**src/rtl/fft_ctrl_pkg.sv**
```systemverilog
// fft_ctrl_pkg: shared constants for the FFT frame sequencer.
//   State encoding (IDLE, CFG, LOAD, WAIT_OUT), bit positions inside the
//   sticky err vector, and the forward-transform config value.
package fft_ctrl_pkg;

  localparam logic [1:0] S_IDLE     = 2'd0;
  localparam logic [1:0] S_CFG      = 2'd1;
  localparam logic [1:0] S_LOAD     = 2'd2;
  localparam logic [1:0] S_WAIT_OUT = 2'd3;

  localparam int ERR_ALM     = 0;
  localparam int ERR_TIMEOUT = 1;

  localparam logic CFG_FWD = 1'b1;

endpackage

```
**src/rtl/fft_sample_buf.sv**
```systemverilog
// fft_sample_buf: 1-entry holding buffer between the ADC sample path and the
// FFT core's input AXI4-Stream.
//   fft_clk, rst_n   clock, synchronous active-low reset
//   en               capture allowed (controller is in LOAD)
//   final_beat       the beat currently held is the last one of the frame
//   sample_in/vld    ADC sample and its valid strobe
//   ready            core tready
//   full             buffer holds a beat (drives tvalid)
//   data             held sample (stable while full and not accepted)
//   accept           beat handed to the core this cycle
//   drop             sample arrived with no room; it is discarded
module fft_sample_buf #(
  parameter int DATA_W = 8
) (
  input  logic              fft_clk,
  input  logic              rst_n,
  input  logic              en,
  input  logic              final_beat,
  input  logic [DATA_W-1:0] sample_in,
  input  logic              sample_vld,
  input  logic              ready,
  output logic              full,
  output logic [DATA_W-1:0] data,
  output logic              accept,
  output logic              drop
);

  logic capture;

  assign accept  = full && ready;
  // A slot frees up in the same cycle the held beat drains, except after the
  // frame's final beat: nothing more belongs to this frame.
  assign capture = en && sample_vld && (!full || accept) && !(accept && final_beat);
  assign drop    = en && sample_vld && full && !accept;

  always_ff @(posedge fft_clk) begin
    if (!rst_n) begin
      full <= 1'b0;
      data <= '0;
    end else if (capture) begin
      full <= 1'b1;
      data <= sample_in;
    end else if (accept) begin
      full <= 1'b0;
    end
  end

endmodule

```
**src/rtl/fft_frame_ctrl.sv**
```systemverilog
// fft_frame_ctrl: frame sequencer for the AXI4-Stream FFT core.
//   Issues one config beat, packs FFT_LEN ADC samples into input beats with
//   tlast on the final one, then waits for the core's output tlast (or a
//   timeout) and reports busy/done/err/ovf.
// Ports:
//   fft_clk, rst_n          clock, synchronous active-low reset
//   fft_en                  start request (rising edge in IDLE)
//   sample_in, sample_vld   ADC sample stream
//   cfg_tvalid, cfg_tdata   config channel to the core
//   s_tvalid/tdata/tlast    data channel to the core, s_tready back
//   m_tvalid, m_tlast       core output stream (observed only)
//   alm                     core alarm bits
//   busy, done, err, ovf    status: busy outside IDLE, done pulse,
//                           sticky {timeout, alarm}, sticky sample drop
// Build option: FFT_CTRL_CONT_EN -- after done with fft_en still high, go
//   straight back to LOAD (config reused) for back-to-back frames.
module fft_frame_ctrl
  import fft_ctrl_pkg::*;
#(
  parameter int   FFT_LEN  = 1024,
  parameter int   DATA_W   = 8,
  parameter logic CFG_MODE = CFG_FWD,
  parameter int   TIMEOUT  = 4096
) (
  input  logic              fft_clk,
  input  logic              rst_n,
  input  logic              fft_en,
  input  logic [DATA_W-1:0] sample_in,
  input  logic              sample_vld,
  output logic              cfg_tvalid,
  output logic              cfg_tdata,
  output logic              s_tvalid,
  output logic [31:0]       s_tdata,
  output logic              s_tlast,
  input  logic              s_tready,
  input  logic              m_tvalid,
  input  logic              m_tlast,
  input  logic [2:0]        alm,
  output logic              busy,
  output logic              done,
  output logic [1:0]        err,
  output logic              ovf
);

  localparam int CW = $clog2(FFT_LEN);
  localparam int TW = $clog2(TIMEOUT) + 1;

  logic [1:0]        state;
  logic              fft_en_d;
  logic [CW-1:0]     cnt;
  logic [TW-1:0]     timer;
  logic              buf_full, accept, drop, last_beat, start;
  logic [DATA_W-1:0] buf_data;

  assign start     = fft_en && !fft_en_d;
  assign last_beat = (cnt == CW'(FFT_LEN - 1));

  fft_sample_buf #(.DATA_W(DATA_W)) u_buf (
    .fft_clk    (fft_clk),
    .rst_n      (rst_n),
    .en         (state == S_LOAD),
    .final_beat (last_beat),
    .sample_in  (sample_in),
    .sample_vld (sample_vld),
    .ready      (s_tready),
    .full       (buf_full),
    .data       (buf_data),
    .accept     (accept),
    .drop       (drop)
  );

  assign cfg_tvalid = (state == S_CFG);
  assign cfg_tdata  = cfg_tvalid & CFG_MODE;
  assign s_tvalid   = buf_full;
  assign s_tdata    = {{(32-DATA_W){1'b0}}, buf_data};
  // cnt only moves on accept, so tlast stays put while the core stalls.
  assign s_tlast    = buf_full && last_beat;
  assign busy       = (state != S_IDLE);

  always_ff @(posedge fft_clk) begin
    if (!rst_n) begin
      state    <= S_IDLE;
      fft_en_d <= 1'b0;
      cnt      <= '0;
      timer    <= '0;
      done     <= 1'b0;
      err      <= '0;
      ovf      <= 1'b0;
    end else begin
      fft_en_d <= fft_en;
      done     <= 1'b0;
      case (state)
        S_IDLE: begin
          if (start) begin
            state <= S_CFG;
            err   <= '0;
            ovf   <= 1'b0;
          end
        end
        S_CFG: begin
          state <= S_LOAD;
          cnt   <= '0;
        end
        S_LOAD: begin
          if (drop) ovf <= 1'b1;
          if (accept) begin
            cnt <= cnt + 1'b1;
            if (last_beat) begin
              state <= S_WAIT_OUT;
              timer <= '0;
            end
          end
        end
        S_WAIT_OUT: begin
          timer <= timer + 1'b1;
          if (m_tvalid && m_tlast) begin
            done <= 1'b1;
`ifdef FFT_CTRL_CONT_EN
            if (fft_en) begin
              state <= S_LOAD;
              cnt   <= '0;
              err   <= '0;
              ovf   <= 1'b0;
            end else begin
              state <= S_IDLE;
            end
`else
            state <= S_IDLE;
`endif
          end else if (timer == TW'(TIMEOUT - 1)) begin
            err[ERR_TIMEOUT] <= 1'b1;
            state            <= S_IDLE;
          end
        end
        default: state <= S_IDLE;
      endcase
      // Alarms are only recorded; the AXI frame is never cut short.
      if (state != S_IDLE && alm != 3'b000) err[ERR_ALM] <= 1'b1;
    end
  end

endmodule
```
**config.mk**
```make
export PLATFORM = sky130hd
export DESIGN_NAME = fft_frame_ctrl
export DESIGN_NICKNAME = d
export VERILOG_FILES = /design/src/rtl/fft_ctrl_pkg.sv /design/src/rtl/fft_sample_buf.sv /design/src/rtl/fft_frame_ctrl.sv
export SDC_FILE = /design/constraint.sdc
export NUM_CORES = 1
export LEC_CHECK = 0
export CAP_MARGIN = 15
export CELL_PAD_IN_SITES_DETAIL_PLACEMENT = 2
export CELL_PAD_IN_SITES_GLOBAL_PLACEMENT = 2
export CORE_MARGIN = 2
export CORE_UTILIZATION = 26
export DETAILED_ROUTE_END_ITERATION = 7
export GPL_ROUTABILITY_DRIVEN = 0
export HOLD_SLACK_MARGIN = 0.02
export PLACE_DENSITY = 0.77
export SLEW_MARGIN = 20
export SYNTH_ARGS = -nofsm -noshare
export SYNTH_HDL_FRONTEND = slang
export SYNTH_SLANG_ARGS = --single-unit
```
**constraint.sdc**
```tcl
create_clock -name fft_clk -period 1.8 [get_ports fft_clk]
set_clock_uncertainty 0.05 [all_clocks]
set_input_delay 0.27 -clock fft_clk [delete_from_list [all_inputs] [get_ports fft_clk]]
set_output_delay 0.27 -clock fft_clk [all_outputs]
set_load 0.05 [all_outputs]
```
==> reports/qor.yml, run 1 <==
status: "completed"
htreeDepth: 2
synthTopCellsByCount: "dfxtp_1 (39), buf_4 (27), a21oi_1 (20)"
final.fill_count: 1031
intPower_mw: 1.748
post-dp-hpwl_um: 5501
reg2reg_depth: 7
seq_power_share: 0.325
path_cells: "inv_2 > ha_4 > and3_4 > nor4b_4 > buf_6 > nor3_4 > a221o_1"
synth_most_common_cell: "dfxtp_1"
diodes: 0
rows: 35
port-buffer-count: 34
finalSetupViolCount: 0
grt_pass1_vias: 2517
insertion_delay_ns: 0.30
p_total_mw: 2.951
worstPathArrival_ns: 1.92
cts-hold-fix-buffers: 0
crit_fanout: 7
die_h_um: 100.3
cts.sinks: 39
grt_overflow: 0
ant_nets: 0
clk_pin_slew_ns: 0.09
drc: 0
drt-vias-per-instance: 5.066
synth_flop_cell: "dfxtp_1"
synthCells: 279
switching_share: 0.4075
irDropWorstVdd_uv: 640.9
cts_tree: "built"
synth_edf_count: 0
report.final.slew_viol_count: 0
crit_start: "state[0]"
rsz0062_at_grt: "true"
track_usage: 0.1597
antenna_found_initial: 0
routedWlPerCell_um: 17.65
hold_viol_final: 0
ys_seq_area_frac: 0.3238
fin_hold_ws_ns: 0.4436
max_slew_margin: 0.6572
crit_end: "timer[8]"
async_flop_share: 0
period_needed_ns: 1.782
r2r_slack_ns: 0.02
critPathLaunchType: "register"
num_vias: 2371
die-area_mm2: 0.01006
grt_max_degree: 29
rr_endpoint: "timer[8]"
layout-drive-gt1-share: 0.3557
ys_warn_count: 0
cts_buffer_depth: 2
utilization: 0.3758
clock_power_share: 0.214
num_io_pins: 59
cts_buffers: 5
p_per_area_mw_per_mm2: 862.0
synth_area_leaders: "dfxtp_1 (32%), buf_4 (8.4%), a21oi_1 (4.2%)"
synth_area_leader_cell: "dfxtp_1"
syn_area_per_cell_um2: 8.642
drt_iter0_drc: 62
finalCritPeriodShare: 0.9902
yosysUniqueCellTypes: 54
maxCapViolCount: 0
slowest_delay_ns: 0.33
ys_seq_elements: 39
fmax_mhz: 561.1
synth_top_area_frac: 0.3238
critPathRequiredTime_ns: 1.93
fin_nets: 381
core-area_mm2: 0.009109
grt_pass1_wl_um: 12930
wl_um: 8261
ctsRootBufferMaster: "clkbuf_8"
hold_path.class: "reg2reg"
fp.dieW_um: 100.3
start_util: 0.2647
r2r_start: "state[0]"
crit_slowest_cell: "dfxtp_2"
leakage_nw: 1.380
synthToLayoutAreaGrowth_pct: 41.98
p_comb_frac: 0.461
worstMarginPinSlew_ns: 0.5125
switching_power_mw: 1.202
worst_setup_path_end_kind: "register"
first_pass_iters: 4
syn_area_mm2: 0.002411
critical_path_class: "reg2reg"
## layout make-up
| cell class | count | area, um^2 | share of cell area |
|---|---|---|---|
| inverters | 14 | 52.55 | 0.01535 |
| multi-input cells | 210 | 1546 | 0.4518 |
| clock inverters | 3 | 25.02 | 0.007310 |
| well taps | 111 | 138.9 | 0.04057 |
| repair buffers | 86 | 793.3 | 0.2317 |
| flip-flops and latches | 39 | 798.3 | 0.2332 |
| clock buffers | 5 | 68.82 | 0.02010 |
## per-layer routing
metal,up-vias,wire [um],track usage,part of all wire
met5,-,0,0,0
met4,0,204,0.04531,0.025
met3,17,257,0.02368,0.031
met2,65,4426,0.2974,0.54
met1,1161,3372,0.1888,0.41
li1,1128,-,-,-
## critical path, delay by kind of cell, from the launching register on
kind | cells | cell delay, ns
AO/OA/AOI/OAI | 1 | 0.26
flip-flops | 1 | 0.33
adder cells (fa/ha/maj) | 1 | 0.19
buffers and inverters | 2 | 0.27
AND/OR/NAND/NOR | 3 | 0.59
## state kept, by name, summed over array words and instances (netlist names)
signal	cells
cnt	10
done	1
err	2
fft_en_d	1
ovf	1
state	2
timer	13
u_buf.data	8
u_buf.full	1
## logic make-up after synthesis
| logic type | Yosys count | synth area share |
|---|---|---|
| AND/OR/NAND/NOR | 107 | 0.2891 |
| AO/OA/AOI/OAI | 66 | 0.1879 |
| buffers and inverters | 53 | 0.1380 |
| flip-flops | 39 | 0.3238 |
| adder cells (fa/ha/maj) | 7 | 0.03632 |
| XOR/XNOR | 4 | 0.01453 |
| multiplexers | 2 | 0.008822 |
| other | 1 | 0.001555 |
## timing repair
item,4_1_cts,5_1_grt
pin swaps,5,10
setup buffers,1,5
gates resized for setup,25,19
hold endpoints to repair,0,0
setup endpoints to repair,19,25
cloned,1,0
## placed cells by master, fill, tap and decap left out, types with 7 or more instances in the layout
cell type and n:
o21ai_0 15, nand3_1 9, dfxtp_1 27, nand2_1 18
or3b_2 9, o2111ai_1 7, conb_1 24, nor2_1 12
inv_1 11, a21oi_1 17, buf_4 53, dfxtp_2 11
clkdlybuf4s50_1 18
## worst min path at each step
| stage | from | end | slack, ns | cells past startpoint |
|---|---|---|---|---|
| finish | u_buf.data[1] | u_buf.data[1] | 0.44 | 2 |
| global route | u_buf.data[7] | u_buf.data[7] | 0.48 | 2 |
| CTS | u_buf.data[1] | u_buf.data[1] | 0.45 | 2 |
| detailed placement | u_buf.data[6] | u_buf.data[6] | 0.43 | 2 |
| global placement | u_buf.data[0] | u_buf.data[0] | 0.41 | 2 |
| floorplan | fft_en | fft_en_d | 0.34 | 1 |
## power groups by stage
stage          logic, mW  clock network, mW  registers, mW
6_report            1.36              0.631          0.959
5_1_grt             1.45              0.701          0.969
4_1_cts             1.31              0.657          0.968
3_5_place_dp        1.28                  0          0.979
3_3_place_gp        1.24                  0          0.975
2_1_floorplan      0.761                  0           1.06
## stage by stage
step / setup TNS [ns] / cells / worst slack (ns) / area [um^2]
after floorplan: -0.004565 / 302 / -0.004565 / 2544
after global placement: -3.154 / 453 / -0.2184 / 3131
after detailed placement: -4.307 / 453 / -0.2551 / 3131
after CTS: 0 / 463 / 0.004643 / 3317
after global routing: -0.1858 / 468 / -0.06100 / 3423
final: 0 / 468 / 0.01765 / 3423
Note: power is estimated with default switching activity, not from simulation.
==> run 2: changes to the inputs <==
--- a/config.mk
+++ b/config.mk
@@ -14,6 +14,7 @@
 export GPL_ROUTABILITY_DRIVEN = 0
 export HOLD_SLACK_MARGIN = 0.02
 export PLACE_DENSITY = 0.77
+export REMOVE_ABC_BUFFERS = 1
 export SLEW_MARGIN = 20
 export SYNTH_ARGS = -nofsm -noshare
 export SYNTH_HDL_FRONTEND = slang
==> reports/qor.yml, run 2 (synthesis gave the netlist of run 1 again) <==
rsz0062_at_grt: "true"
p_per_area_mw_per_mm2: 907.8  # +5.3%
dpl_worst_slack_ns: -0.2757  # -0.02058 ns
seq_power_share: 0.298  # -0.027
synthToLayoutAreaGrowth_pct: 48.00
layout-drive-gt1-share: 0.3929  # +0.03711
fin_ws_ns: -0.02182  # -0.03947 ns
routedWlPerCell_um: 19.91  # +13%
rows: 35  # unchanged
period_needed_ns: 1.822  # +0.03947 ns
ctsRootBufferMaster: "clkbuf_8"
final_area_mm2: 0.003568  # +4.2%
top_register: "timer"
switching_share: 0.4012  # -0.006274
cts_tree: "built"
intPower_mw: 1.940  # +11%
diodes: 0  # unchanged
violations: "setup timing"
hold_path.class: "reg2reg"
critPathRequiredTime_ns: 1.99  # +0.06 ns
cts-hold-fix-buffers: 0  # unchanged
worstMarginPinSlew_ns: 0.5515  # +0.03899 ns
first_pass_iters: 4  # unchanged
grt_overflow: 0  # unchanged
status: "finished, violations left"
die-area_mm2: 0.01006  # unchanged
maxCapViolCount: 0  # unchanged
clk_pin_slew_ns: 0.09  # about the same
postPlaceCellArea_mm2: 0.003099  # -1.0%
finalSetupViolCount: 3  # +3
critPathLaunchType: "register"
max_slew_margin: 0.6289  # -0.02831
clock_power_share: 0.245  # +0.031
post-dp-hpwl_um: 5694  # +3.5%
final_common_cell: "buf_4"
drt-vias-per-instance: 5.162  # +1.9%
fp.dieW_um: 100.3  # unchanged
port-buffer-count: 34  # unchanged
leakage_nw: 1.440  # +4.3%
grt_pass1_vias: 2655  # +5.5%
utilization: 0.3918  # +0.01593
setup-tns-final_ns: -0.04314  # -0.04314 ns
start_util: 0.2647  # unchanged
switching_power_mw: 1.300  # +8.1%
crit_fanout: 8  # +1
die_h_um: 100.3  # unchanged
ant_nets: 0  # unchanged
fin_nets: 388  # +1.8%
largest_reg_flops: 13  # unchanged
hold_viol_final: 0  # unchanged
finalCritPeriodShare: 1.012  # +0.02193
num_vias: 2452  # +3.4%
largest_registers: "timer x13, cnt x10, u_buf.data x8"
irDropWorstVdd_uv: 877.1  # +37%
cts_buffer_depth: 2  # unchanged
fmax_mhz: 548.9  # -2.2%
p_comb_frac: 0.457  # -0.004
grt_max_degree: 29  # unchanged
insertion_delay_ns: 0.31  # about the same
final_cell_mix: "buf_4 (57), dfxtp_1 (29), conb_1 (24)"
drc: 0  # unchanged
num_io_pins: 59  # unchanged
cts.sinks: 39  # unchanged
worst_setup_path_end_kind: "register"
wl_um: 9458  # +14%
grt_pass1_wl_um: 13850  # +7.1%
cts_buffers: 5  # unchanged
worstPathArrival_ns: 2.01  # +0.09 ns
htreeDepth: 2  # unchanged
drt_iter0_drc: 74  # +19%
track_usage: 0.1741  # +0.01436
core-area_mm2: 0.009109  # unchanged
antenna_found_initial: 0  # unchanged
final.fill_count: 1005  # -2.5%
report.final.slew_viol_count: 0  # unchanged
critical_path_class: "reg2reg"
-- run 2: metrics by stage --
step,instances,hold slack (ns),total power [mW]
2_1_floorplan,263,0.3375,1.653
3_3_place_gp,458,0.4122,2.207
3_5_place_dp,458,0.4261,2.259
4_1_cts,470,0.4412,3.109
5_1_grt,475,0.4936,3.380
6_report,475,0.4633,3.239
-- run 2: path summary, 6_finish.rpt --
path | cells past startpoint | end | startpoint | slack, ns
hold reg to reg | 2 | cnt[6] | cnt[6] | 0.46
hold / removal | 2 | cnt[6] | cnt[6] | 0.46
setup / recovery | 7 | u_buf.data[2] | state[0] | -0.02
setup reg to reg | 7 | u_buf.data[2] | state[0] | -0.02
-- run 2: layout make-up --
cell class              count  area, um^2  share of cell area
flip-flops and latches     39       800.8              0.2244
clock inverters             3       43.79             0.01227
clock buffers               5       68.82             0.01928
well taps                 111       138.9             0.03892
inverters                  14       52.55             0.01473
multi-input cells         210        1618              0.4534
repair buffers             93       845.8              0.2370
-- run 2: repair_timing --
action / in CTS / in global routing
setup endpoints to repair: 30 / 36
pin swaps: 3 / 16
setup buffers: 4 / 4
gates resized for setup: 25 / 62
cloned: 0 / 2
-- run 2: power by group through the flow --
| stage | registers (mW) | clock network, mW | logic, mW |
|---|---|---|---|
| after floorplan | 1.04 | 0 | 0.610 |
| after global placement | 0.962 | 0 | 1.24 |
| after detailed placement | 0.966 | 0 | 1.29 |
| after CTS | 0.961 | 0.792 | 1.36 |
| after global routing | 0.973 | 0.839 | 1.57 |
| final | 0.965 | 0.795 | 1.48 |
-- run 2: routing by layer --
| layer | global-route usage | vias to the layer above | share of wire |
|---|---|---|---|
| met4 | 0.04320 | 0 | 0.024 |
| li1 | - | 1145 | - |
| met2 | 0.3320 | 51 | 0.53 |
| met3 | 0.02925 | 15 | 0.025 |
| met1 | 0.1998 | 1241 | 0.42 |
| met5 | 0 | - | 0 |
-- run 2: critical path: stages (launching register included) --
cell and delay (ns):
dfxtp_2 0.34, inv_2 0.09, ha_4 0.19, buf_4 0.15, nand3b_1 0.13, buf_6 0.17, or3b_2 0.46, a21oi_1 0.17
==> run 3: changes to the inputs <==
--- a/config.mk
+++ b/config.mk
@@ -9,12 +9,11 @@
 export CELL_PAD_IN_SITES_DETAIL_PLACEMENT = 2
 export CELL_PAD_IN_SITES_GLOBAL_PLACEMENT = 2
 export CORE_MARGIN = 2
-export CORE_UTILIZATION = 26
+export CORE_UTILIZATION = 29
 export DETAILED_ROUTE_END_ITERATION = 7
 export GPL_ROUTABILITY_DRIVEN = 0
 export HOLD_SLACK_MARGIN = 0.02
-export PLACE_DENSITY = 0.77
-export REMOVE_ABC_BUFFERS = 1
+export PLACE_DENSITY = 0.81
 export SLEW_MARGIN = 20
 export SYNTH_ARGS = -nofsm -noshare
 export SYNTH_HDL_FRONTEND = slang
==> constraint.sdc (replaced) <==
create_clock -name fft_clk -period 2.06 [get_ports fft_clk]
set_clock_uncertainty 0.05 [all_clocks]
set_input_delay 0.309 -clock fft_clk [delete_from_list [all_inputs] [get_ports fft_clk]]
set_output_delay 0.309 -clock fft_clk [all_outputs]
set_load 0.05 [all_outputs]
==> reports/qor.yml, run 3 (synthesis gave the netlist of run 1 again) <==
cts-hold-fix-buffers: 0  # unchanged
cts_buffer_depth: 2  # unchanged
max_slew_margin: 0.6074  # -0.02151
utilization: 0.3792  # -0.01259
ctsRootBufferMaster: "clkbuf_8"
status: "completed"
largest_reg_flops: 13  # unchanged
cts_tree: "built"
reg2reg_depth: 8  # +1
rows: 33  # -5.7%
r2r_start: "state[0]"
irDropWorstVdd_uv: 453.8  # -48%
port-buffer-count: 34  # unchanged
antenna_found_initial: 0  # unchanged
clk_pin_slew_ns: 0.08  # about the same
finalCritPeriodShare: 0.9440
largest_registers: "timer x13, cnt x10, u_buf.data x8"
critPathLaunchType: "register"
top_register: "timer"
seq_area_um2: 787.0  # -1.7%
die-area_mm2: 0.009059  # -9.9%
critical_path_class: "reg2out"
final.fill_count: 902  # -10%
multi_input_area_mm2: 0.001441  # -11%
leakage_nw: 1.136  # -21%
layout-drive-gt1-share: 0.2188  # -0.1740
fmax_mhz: 514.2
die_h_um: 95.18  # -5.1%
num_io_pins: 59  # unchanged
hold_viol_final: 0  # unchanged
grt_max_degree: 29  # unchanged
min_to: "u_buf.data[6]"
track_usage: 0.1679  # -0.006215
final_cell_mix: "dfxtp_1 (34), clkdlybuf4s50_1 (30), buf_4 (25)"
fin_nets: 353  # -9.0%
fin_ws_ns: 0.1153  # +0.1371 ns
hold_path.class: "reg2reg"
fin_hold_ws_ns: 0.4374  # -0.02589 ns
worstMarginPinSlew_ns: 0.5835  # +0.03197 ns
worstHoldStart: "u_buf.data[6]"
r2r_slack_ns: 0.13  # +0.15 ns
path_cells: "clkdlybuf4s50_1"
num_vias: 2260  # -7.8%
numPlacedInstances: 423  # -7.6%
grt_pass1_wl_um: 11920  # -14%
maxCapViolCount: 0  # unchanged
worst_setup_path_end_kind: "output port"
p_total_mw: 2.646  # -18%
slowest_delay_ns: 0.85  # +0.39 ns
start_util: 0.2964  # +0.03172
p_per_area_mw_per_mm2: 857.8  # -5.5%
core-area_mm2: 0.008134  # -11%
ant_nets: 0  # unchanged
insertion_delay_ns: 0.30  # about the same
cts.sinks: 39  # unchanged
crit_family: "buffers and inverters"
finalSetupViolCount: 0  # -3
fp.dieW_um: 95.18  # -5.1%
diodes: 0  # unchanged
grt_pass1_vias: 2378  # -10%
synthToLayoutAreaGrowth_pct: 27.92
crit_slowest_cell: "clkdlybuf4s50_1"
first_pass_iters: 4  # unchanged
drt_iter0_drc: 79  # +6.8%
critPathRequiredTime_ns: 1.70  # -0.29 ns
dpl_worst_slack_ns: -0.04619  # +0.2295 ns
routedWlPerCell_um: 17.09  # -14%
report.final.slew_viol_count: 0  # unchanged
worst_hold_path.num_cells: 2  # unchanged
period_needed_ns: 1.945
worstPathArrival_ns: 1.59  # -0.42 ns
post-dp-hpwl_um: 5211  # -8.5%
grt_overflow: 0  # unchanged
final_cells: 434  # -8.6%
rr_endpoint: "u_buf.data[2]"
crit_fanout: 6  # -2
drt-vias-per-instance: 5.207  # +0.88%
final_common_cell: "dfxtp_1"
cp.buffers_inverters: 1  # -2
wl_um: 7418  # -22%
htreeDepth: 2  # unchanged
drc: 0  # unchanged
cts_buffers: 5  # unchanged
## run 3: cell types whose count changed in the layout (fill, tap and decap cells not counted), moves of 4 or more
cell | before | now
dlymetal6s2s_1 | 4 | 0
buf_6 | 7 | 1
clkdlybuf4s50_1 | 20 | 30
dfxtp_1 | 29 | 34
or3b_4 | 7 | 0
a21oi_2 | 10 | 0
a21oi_1 | 10 | 20
or3b_2 | 2 | 9
buf_4 | 57 | 25
## run 3: layout make-up
cell class	instances	share of cell area
inverter	14	0.01704
tap	105	0.04260
timing repair buffer	58	0.1748
sequential	39	0.2552
multi-input combinational	210	0.4673
clock inverter	2	0.01947
clock buffer	6	0.02353
## run 3: through the flow
step	TNS, ns	instance area (um^2)
final	0	3084
after global routing	-0.009433	3084
after CTS	0	3014
after detailed placement	-0.1597	2869
after global placement	-0.002051	2869
after floorplan	0	2505
## run 3: how the worst max path moves through the flow
stage	startpoint	end	slack, ns	cells past startpoint
2_1_floorplan	state[1]	cnt[8]	0.08	6
3_3_place_gp	s_tready	timer[8]	-0.002	5
3_5_place_dp	s_tready	timer[0]	-0.05	6
4_1_cts	state[0]	u_buf.data[2]	0.01	8
5_1_grt	timer[0]	state[0]	-0.009	6
6_report	u_buf.full	s_tvalid	0.12	1
## run 3: where the power goes
group          internal [mW]  switching (mW)  total [mW]
clock network          0.485           0.295       0.779
registers              0.800          0.0413       0.841
logic                  0.366           0.660        1.03
total                   1.65           0.996        2.65
## run 3: tightest hold or removal path: cells and delay by family (launching register included)
family / cells / cell delay [ns]
flops: 1 / 0.31
compound gates: 2 / 0.13
## run 3: routing by layer
layer | vias up | part of all wire | wire, um | track usage
met2 | 53 | 0.53 | 3913 | 0.3034
met4 | 0 | 0.017 | 126 | 0.05314
met5 | - | 0 | 0 | 0
li1 | 1069 | - | - | -
met3 | 15 | 0.033 | 246 | 0.03241
met1 | 1123 | 0.42 | 3131 | 0.1986
## run 3: repair_timing
| item | 4_1_cts | 5_1_grt |
|---|---|---|
| buffers inserted | 0 | 3 |
| resized for setup | 5 | 11 |
| setup endpoints to repair | 2 | 23 |
| pin swaps | 0 | 1 |
